[src/rtl/dff_bist.sv]
// Self-test engine for a registered datapath: resets the DUT, checks q clears,
// streams fixed and LFSR patterns into d and compares q after DEPTH cycles.
module dff_bist #(
   parameter int unsigned WIDTH       = 8,
   parameter int unsigned DEPTH       = 1,
   parameter int unsigned NUM_VECTORS = 256,
   parameter logic [15:0] SEED        = 16'hACE1,
   parameter int unsigned CNT_W       = 16
) (
   input  logic             clk,
   input  logic             rst_n,
   input  logic             start,
   output logic             dut_rst_n,
   output logic [WIDTH-1:0] dut_d,
   input  logic [WIDTH-1:0] dut_q,
   output logic             busy,
   output logic             done,
   output logic             pass,
   output logic             rst_err,
   output logic [CNT_W-1:0] err_count,
   output logic [15:0]      first_err_idx
);

   localparam int unsigned IDX_W = 16;

   localparam logic [2:0] S_IDLE  = 3'd0;
   localparam logic [2:0] S_RST   = 3'd1;
   localparam logic [2:0] S_RCHK  = 3'd2;
   localparam logic [2:0] S_RUN   = 3'd3;
   localparam logic [2:0] S_DRAIN = 3'd4;
   localparam logic [2:0] S_DONE  = 3'd5;

   localparam logic [CNT_W-1:0] ERR_MAX  = {CNT_W{1'b1}};
   localparam logic [IDX_W-1:0] NO_ERR   = 16'hFFFF;
   localparam logic [IDX_W-1:0] RUN_LAST = IDX_W'(NUM_VECTORS - 1);
   localparam logic [IDX_W-1:0] DRN_LAST = IDX_W'(DEPTH - 1);

   logic [2:0]       state, state_nxt;
   logic [IDX_W-1:0] cnt, cnt_nxt;
   logic [IDX_W-1:0] cmp_idx, cmp_idx_nxt;
   logic [15:0]      lfsr, lfsr_nxt;
   logic             d_vld, d_vld_nxt;
   logic             dut_rst_n_nxt;
   logic [WIDTH-1:0] dut_d_nxt;
   logic             busy_nxt, done_nxt, pass_nxt, rst_err_nxt;
   logic [CNT_W-1:0] err_nxt;
   logic [IDX_W-1:0] fei_nxt;

   // expected-value pipe; entry 0 follows dut_d, the last entry lines up with dut_q
   logic [WIDTH-1:0] exp_data [DEPTH];
   logic             exp_vld  [DEPTH];

   always_ff @(posedge clk) begin
      if (!rst_n) begin
         state         <= S_IDLE;
         cnt           <= '0;
         cmp_idx       <= '0;
         lfsr          <= SEED;
         d_vld         <= 1'b0;
         dut_rst_n     <= 1'b0;
         dut_d         <= '0;
         busy          <= 1'b0;
         done          <= 1'b0;
         pass          <= 1'b0;
         rst_err       <= 1'b0;
         err_count     <= '0;
         first_err_idx <= NO_ERR;
      end else begin
         state         <= state_nxt;
         cnt           <= cnt_nxt;
         cmp_idx       <= cmp_idx_nxt;
         lfsr          <= lfsr_nxt;
         d_vld         <= d_vld_nxt;
         dut_rst_n     <= dut_rst_n_nxt;
         dut_d         <= dut_d_nxt;
         busy          <= busy_nxt;
         done          <= done_nxt;
         pass          <= pass_nxt;
         rst_err       <= rst_err_nxt;
         err_count     <= err_nxt;
         first_err_idx <= fei_nxt;
      end
   end

   always_ff @(posedge clk) begin
      if (!rst_n) begin
         for (int i = 0; i < DEPTH; i++) begin
            exp_data[i] <= '0;
            exp_vld[i]  <= 1'b0;
         end
      end else begin
         exp_data[0] <= dut_d;
         exp_vld[0]  <= d_vld;
         for (int i = 1; i < DEPTH; i++) begin
            exp_data[i] <= exp_data[i-1];
            exp_vld[i]  <= exp_vld[i-1];
         end
      end
   end

   always_comb begin
      state_nxt     = state;
      cnt_nxt       = cnt;
      cmp_idx_nxt   = cmp_idx;
      lfsr_nxt      = lfsr;
      d_vld_nxt     = 1'b0;
      dut_rst_n_nxt = 1'b1;
      dut_d_nxt     = '0;
      done_nxt      = 1'b0;
      pass_nxt      = pass;
      rst_err_nxt   = rst_err;
      err_nxt       = err_count;
      fei_nxt       = first_err_idx;

      // response check; compares arrive in vector order so cmp_idx equals k
      if (exp_vld[DEPTH-1]) begin
         cmp_idx_nxt = cmp_idx + 1'b1;
         if (dut_q != exp_data[DEPTH-1]) begin
            if (err_count != ERR_MAX) err_nxt = err_count + 1'b1;
            if (first_err_idx == NO_ERR) fei_nxt = cmp_idx;
         end
      end

      case (state)
         S_IDLE: begin
            if (start) begin
               state_nxt   = S_RST;
               cnt_nxt     = '0;
               cmp_idx_nxt = '0;
               lfsr_nxt    = SEED;
               rst_err_nxt = 1'b0;
               err_nxt     = '0;
               fei_nxt     = NO_ERR;
            end
         end
         S_RST: begin
            cnt_nxt = cnt + 1'b1;
            if (cnt == IDX_W'(1)) begin
               state_nxt = S_RCHK;
               cnt_nxt   = '0;
            end
         end
         S_RCHK: begin
            if (dut_q != '0) rst_err_nxt = 1'b1;
            state_nxt = S_RUN;
            cnt_nxt   = '0;
         end
         S_RUN: begin
            cnt_nxt = cnt + 1'b1;
            if (cnt == RUN_LAST) begin
               state_nxt = S_DRAIN;
               cnt_nxt   = '0;
            end
         end
         S_DRAIN: begin
            cnt_nxt = cnt + 1'b1;
            if (cnt == DRN_LAST) begin
               state_nxt = S_DONE;
               cnt_nxt   = '0;
            end
         end
         S_DONE:  state_nxt = S_IDLE;
         default: state_nxt = S_IDLE;
      endcase

      // outputs are registered against the state being entered
      if (state_nxt == S_RST) dut_rst_n_nxt = 1'b0;
      if (state_nxt == S_RUN) begin
         d_vld_nxt = 1'b1;
         if (cnt_nxt == '0) begin
            dut_d_nxt = '0;
         end else if (cnt_nxt == IDX_W'(1)) begin
            dut_d_nxt = '1;
         end else begin
            dut_d_nxt = lfsr[WIDTH-1:0];
            lfsr_nxt  = {lfsr[0] ^ lfsr[2] ^ lfsr[3] ^ lfsr[5], lfsr[15:1]};
         end
      end
      if (state_nxt == S_DONE) begin
         done_nxt = 1'b1;
         pass_nxt = (err_nxt == '0) && !rst_err_nxt;
      end
      busy_nxt = (state_nxt != S_IDLE);
   end

endmodule
[config.mk]
export PLATFORM = sky130hd
export DESIGN_NAME = dff_bist
export DESIGN_NICKNAME = d
export VERILOG_FILES = /design/src/rtl/dff_bist.sv
export SDC_FILE = /design/constraint.sdc
export NUM_CORES = 1
export LEC_CHECK = 0
export CORE_UTILIZATION = 45
export DETAILED_ROUTE_END_ITERATION = 16
export DONT_BUFFER_PORTS = 1
export HOLD_SLACK_MARGIN = 0.05
export PLACE_DENSITY_LB_ADDON = 0.08
export SYNTH_ARGS = -nofsm -noshare
export SYNTH_HDL_FRONTEND = slang
export SYNTH_SLANG_ARGS = --single-unit
[constraint.sdc]
create_clock -name clk -period 2.5 [get_ports clk]
set_input_delay 0.5 -clock clk [delete_from_list [all_inputs] [get_ports clk]]
set_output_delay 0.5 -clock clk [all_outputs]
set_load 0.05 [all_outputs]
# ---- Yosys cells after proc, flatten, opt, wreduce, memory -nomap -nowiden
# Memories as Yosys holds them, arrays and structs flattened.
# Index checks and enable logic that the tools add are counted.
dict set report word_totals {
  ramBits 9
  memories 2
  reg_bits 97
  input_bits 11
  word_cells 88
}
dict set report classes {
  bitwise_logic 5
  n_reduce_logical 11
  addsub 3
  n_mux 41
  eq_ne 13
}
# name depth width read_ports rd_ports_with_merged_regs wr line
set mem_list {}
lappend mem_list {exp_data 1 8 1 0 1 50} ;# logic [WIDTH-1:0] exp_data [DEPTH];
lappend mem_list {exp_vld 1 1 1 0 1 51} ;# logic exp_vld [DEPTH];
# operator count
set op_table {}
lappend op_table {{$mux W16} 22}
lappend op_table {{$pmux W16 S5} 1}
lappend op_table {{$add A16 B1 Y16 const B} 3}
lappend op_table {{$logic_not A16 Y1} 3}
lappend op_table {{$eq A16 B1 Y1 const B} 2}
lappend op_table {{$eq A16 B16 Y1 const B} 1}
lappend op_table {{$eq A16 B8 Y1 const B} 1}
lappend op_table {{$mux W8} 2}
lappend op_table {{$ne A16 B16 Y1 const B} 1}
lappend op_table {{$pmux W3 S5} 1}
lappend op_table {{$mux W3} 4}
lappend op_table {{$mux W1} 10}
lappend op_table {{$eq A3 B2 Y1 const B} 3}
lappend op_table {{$ne A8 B8 Y1} 1}
lappend op_table {{$reduce_bool A8 Y1} 1}
lappend op_table {{$reduce_or A8 Y1} 1}
lappend op_table {{$eq A3 B1 Y1 const B} 2}
lappend op_table {{$eq A3 B3 Y1 const B} 2}
lappend op_table {{$logic_not A3 Y1} 1}
lappend op_table {{$reduce_bool A3 Y1} 1}
lappend op_table {{$reduce_or A3 Y1} 1}
lappend op_table {{$xor A1 B1 Y1} 3}
lappend op_table {{$not A1 Y1} 2}
lappend op_table {{$pmux W1 S2} 1}
lappend op_table {{other kinds (3)} 3}

# ---- Longest topological paths before layout
dict set report depth {
  ltp_word 8
  mapped_depth 11
  depth_no_buf 9
}

# ---- Worst setup path before layout
# OpenSTA, ideal clock, no wires.
dict set report synth_timing {
  path_kind {reg2reg}
  from {register err_count[0]}
  to {register pass}
  stages_incl_launch_ff 9
  path_slack_ns -0.410
  arrival_time_ns 2.839
  period_less_slack_ns 2.910
  required_ns 2.430
  setup_ns 0.070
  path_cell_list {dfxtp_1 -> ha_1 -> nand4_1 -> nor4_4 -> nor2_1 -> a211oi_1 -> o211ai_1 -> or4_1 -> a21oi_1}
}
dict set report synth_via {
  elab_chain_cells 8
  elab_cells_between_ends 9
}
# element line
set synth_rtl {}
lappend synth_rtl {{start: declaration} 20} ;# output logic [CNT_W-1:0] err_count,
lappend synth_rtl {{start signal: assignment} 80} ;# err_count <= err_nxt;
lappend synth_rtl {{$add A16 B1 Y16 or $ne A16 B16 Y1 (tied branches)} 119} ;# if (err_count != ERR_MAX) err_nxt = err_count + 1'b1;
lappend synth_rtl {{$mux W16} 119}
lappend synth_rtl {{$mux W16} 118} ;# if (dut_q != exp_data[DEPTH-1]) begin
lappend synth_rtl {{$mux W16 *} 116} ;# if (exp_vld[DEPTH-1]) begin
lappend synth_rtl {{$mux W16} 126} ;# if (start) begin
lappend synth_rtl {{$mux W16 *} 124} ;# case (state)
lappend synth_rtl {{$logic_not A16 Y1 *} 181} ;# pass_nxt = (err_nxt == '0) && !rst_err_nxt;
lappend synth_rtl {{$logic_and A1 B1 Y1 *} 181}
lappend synth_rtl {{end signal: assignment} 78} ;# pass <= pass_nxt;
lappend synth_rtl {{end: declaration} 18} ;# output logic pass,
# Mark *: on every way between the ends. The rest lies on a longest branch, timed or not.
# A chain may end at the register's enable or synchronous reset.

# ---- Worst setup path after layout
dict set report layout_timing {
  from {memory exp_data[0][3]}
  to {register pass}
}
dict set report layout_via {
  elab_chain_cells 8
}
# element line
set layout_rtl {}
lappend layout_rtl {{start: declaration} 50}
lappend layout_rtl {{$mem_v2 Z1 W8 *} -}
lappend layout_rtl {{$ne A8 B8 Y1 *} 118}
lappend layout_rtl {{$mux W16 *} 118}
lappend layout_rtl {{$mux W16 *} 116}
lappend layout_rtl {{$mux W16} 126}
lappend layout_rtl {{$mux W16 *} 124}
lappend layout_rtl {{$logic_not A16 Y1 *} 181}
lappend layout_rtl {{$logic_and A1 B1 Y1 *} 181}
# Marks and branches as above.

==> out/metrics.yaml <==
status: "finished clean"
finalHoldViolCount: 0
synth_ff_type: "dfxtp_1"
finalNetCount: 711
clkLatencyLatePin_ns: 0.40
overflow: 0
clock_path_buffers: 2
ys_ff_latch: 106
pin_count: 56
dp_cells: 818
drive_gt1_share_pct: 25.0
max_slew_margin_pct: 54.2
ys_warn_count: 0
async_flop_share_pct: 0
clock-sinks: 106
powerDensity_nw_per_um2: 531
wl_per_cell_um: 15.5
endpoint_kind: "register"
crit_required_ns: 2.83
clkTransAtPathRegs_ns: 0.11
cts-buffers-inserted: 9
first_pass_iters: 4
worstPathArrival_ns: 2.82
start_util_pct: 46.5
syn-num-nets: 626
die_y_um: 108
hp-class: "primary input to register"
synth_edf_count: 0
combPwrFrac_pct: 13.1
setup_viol: 0
die_x_um: 108
grt_pass1_wl_um: 21100
grt_max_degree: 32
ys_seq_area_share_pct: 41.9
max_cap_viol_count: 0
start_kind: "register"
final_util_pct: 57.9
coreArea_um2: 10900
seqPwrFrac_pct: 52.2
routed_via_density: 5.59
place_congestion: 0.902
antenna_found_initial: 0
n_antenna_cell: 0
min_period_ns: 2.49
slew_violations: 0
drc: 0
synthDistinctLibCells: 63
layout_worst_path_cycle_share_pct: 99.7
syn_area_um2: 5060
multiInputGateArea_um2: 2860
p_total_w: 0.00335
rows: 38
p_sw_share_pct: 28.6
grt_pass1_vias: 4452
pre_cts_slack_ns: -0.0788
fp.dieArea_um2: 11700
power.switching_w: 0.000958
fmax_mhz: 401
synth.top_cells.by_area: "dfxtp_1, nor2_1, o21ai_0"
htreeDepth: 3
port_buffers: 0
crit_fanout: 8
pwr-share-clk_pct: 34.7
power_leakage_nw: 2.47
syn_to_final_growth_pct: 24.6
crit_type: "register to register"
syn_avg_cell_area_um2: 8.29
worst_pin_slew_ns: 0.685
ant_nets: 0
hold_buffers: 0
root_buffer: "clkbuf_8"
grt_usage_pct: 22.9
mostFrequentLayoutCells: "buf_4, dfxtp_1, nor2_1, nand2_1, o21ai_0"
fin_cells: 840
skew_ns: 0.0117
setup_slack_ns: 0.00860
wl_um: 13000
drtIter0Drc: 305
yosys.area.top_type: "dfxtp_1"
regArea_um2: 2150
peakVddDrop_mv: 0.452
synth_cells: 610
synth_top_area_share_pct: 41.9
cts_tree: "yes"
dr_total_vias: 4694
hpwl_um: 9390
rsz0062_at_grt: "true"
intPower_w: 0.00239
n_fill_cell: 995
fin_tns_setup_ns: 0
layout_commonest_cell: "buf_4"
-- cell usage after synthesis (2+ instances only) --
cell type and count:
a21oi_1 30, a21o_1 9, nor3b_1 4, and3b_1 2, o21a_1 4, nor2_1 69, o22ai_1 2, o21ai_1 4
buf_4 2, xor2_1 15, inv_1 12, nor4_4 2, o211a_1 2, and3_1 4, nand3_1 25, a311oi_1 3
a31oi_1 3, o22a_1 2, or2_2 2, and2_1 12, o31a_1 2, nand4_1 24, o41ai_1 2, a22oi_1 2
nand3b_1 2, mux2i_1 5, nand4b_1 3, nand2b_1 5, dfxtp_1 106, buf_2 8, and4_1 7, ha_1 5
nor4_1 12, a41oi_1 2, xnor2_1 22, o21ai_0 46, or4_1 5, nor3_1 17, a221oi_1 6, o31ai_1 2
a211oi_1 3, or3_1 12, nand2_1 59, clkbuf_1 26
-- worst max-delay path, stage by stage (launching register included) --
cell and delay (ns):
dfxtp_1 0.33, xnor2_1 0.12, nand4_1 0.11, o21ai_1 0.11
buf_4 0.18, buf_4 0.14, or4_1 0.53, a2bb2oi_2 0.13
nand4_1 0.10, or4_4 0.55, a21oi_2 0.13
-- per-layer routing --
| layer | part of all wire (%) | vias to the layer above | global-route usage [%] |
|---|---|---|---|
| met1 | 48 | 2230 | 29.4 |
| met2 | 46 | 82 | 37.4 |
| met5 | 0 | - | 0 |
| met4 | 1.9 | 0 | 9.88 |
| met3 | 3.6 | 20 | 4.16 |
| li1 | - | 2362 | - |
-- metrics by stage --
stage               hold slack (ns)  area (um^2)
finish                        0.183         6300
global route                  0.161         6300
CTS                           0.156         6120
detailed placement            0.421         5900
global placement              0.419         5900
floorplan                     0.406         5090
-- area by class of cell --
type                    count  area share [%]
multi-input cells         454            45.4
flip-flops and latches    106            34.1
repair buffers            111            13.5
well taps                 140            2.78
clock buffers              10            2.18
clock inverters             6            1.23
inverters                  13           0.774
-- what timing repair did --
item | 4_1_cts | 5_1_grt
gates resized for setup | 1 | 29
buffers inserted | 0 | 6
setup endpoints to repair | 12 | 17
pin swaps | 0 | 12
-- flip-flops by register name, summed over array words and instances (netlist names) --
name and flops:
done 1, busy 1, state 3, dut_rst_n 1, cmp_idx 16, first_err_idx 16, rst_err 1, dut_d 8
d_vld 1, lfsr 16, exp_vld 1, err_count 16, pass 1, cnt 16, exp_data 8
-- worst paths after layout --
check,startpoint,to,slack (ns),depth (start not counted)
setup / recovery,exp_data[0][3]$_SDFF_PN0_,pass$_SDFFE_PN0P_,0.009,10
hold / removal,rst_n,lfsr[5]$_SDFF_PN1_,0.18,1
setup reg to reg,exp_data[0][3]$_SDFF_PN0_,pass$_SDFFE_PN0P_,0.009,10
hold reg to reg,d_vld$_SDFF_PN0_,exp_vld[0]$_DFF_P_,0.45,1
-- kinds of logic after synthesis --
group | after synthesis | share of synthesized area, %
AOI/OAI and AO/OA | 133 | 16.4
DFF | 106 | 41.9
adders and majority gates | 5 | 1.24
and+or+nand+nor | 274 | 28.8
muxes | 5 | 0.989
xor gates and xnor gates | 37 | 6.40
buffers and inverters | 50 | 4.20
-- power by group through the flow --
| stage | Clock [W] | Sequential, W | Combinational (W) |
|---|---|---|---|
| floorplan | 0 | 0.00181 | 0.000245 |
| global placement | 0 | 0.00179 | 0.000420 |
| detailed placement | 0 | 0.00179 | 0.000426 |
| CTS | 0.00120 | 0.00175 | 0.000429 |
| global route | 0.00126 | 0.00175 | 0.000478 |
| finish | 0.00116 | 0.00175 | 0.000438 |
Note: power is estimated with default switching activity, not from simulation.
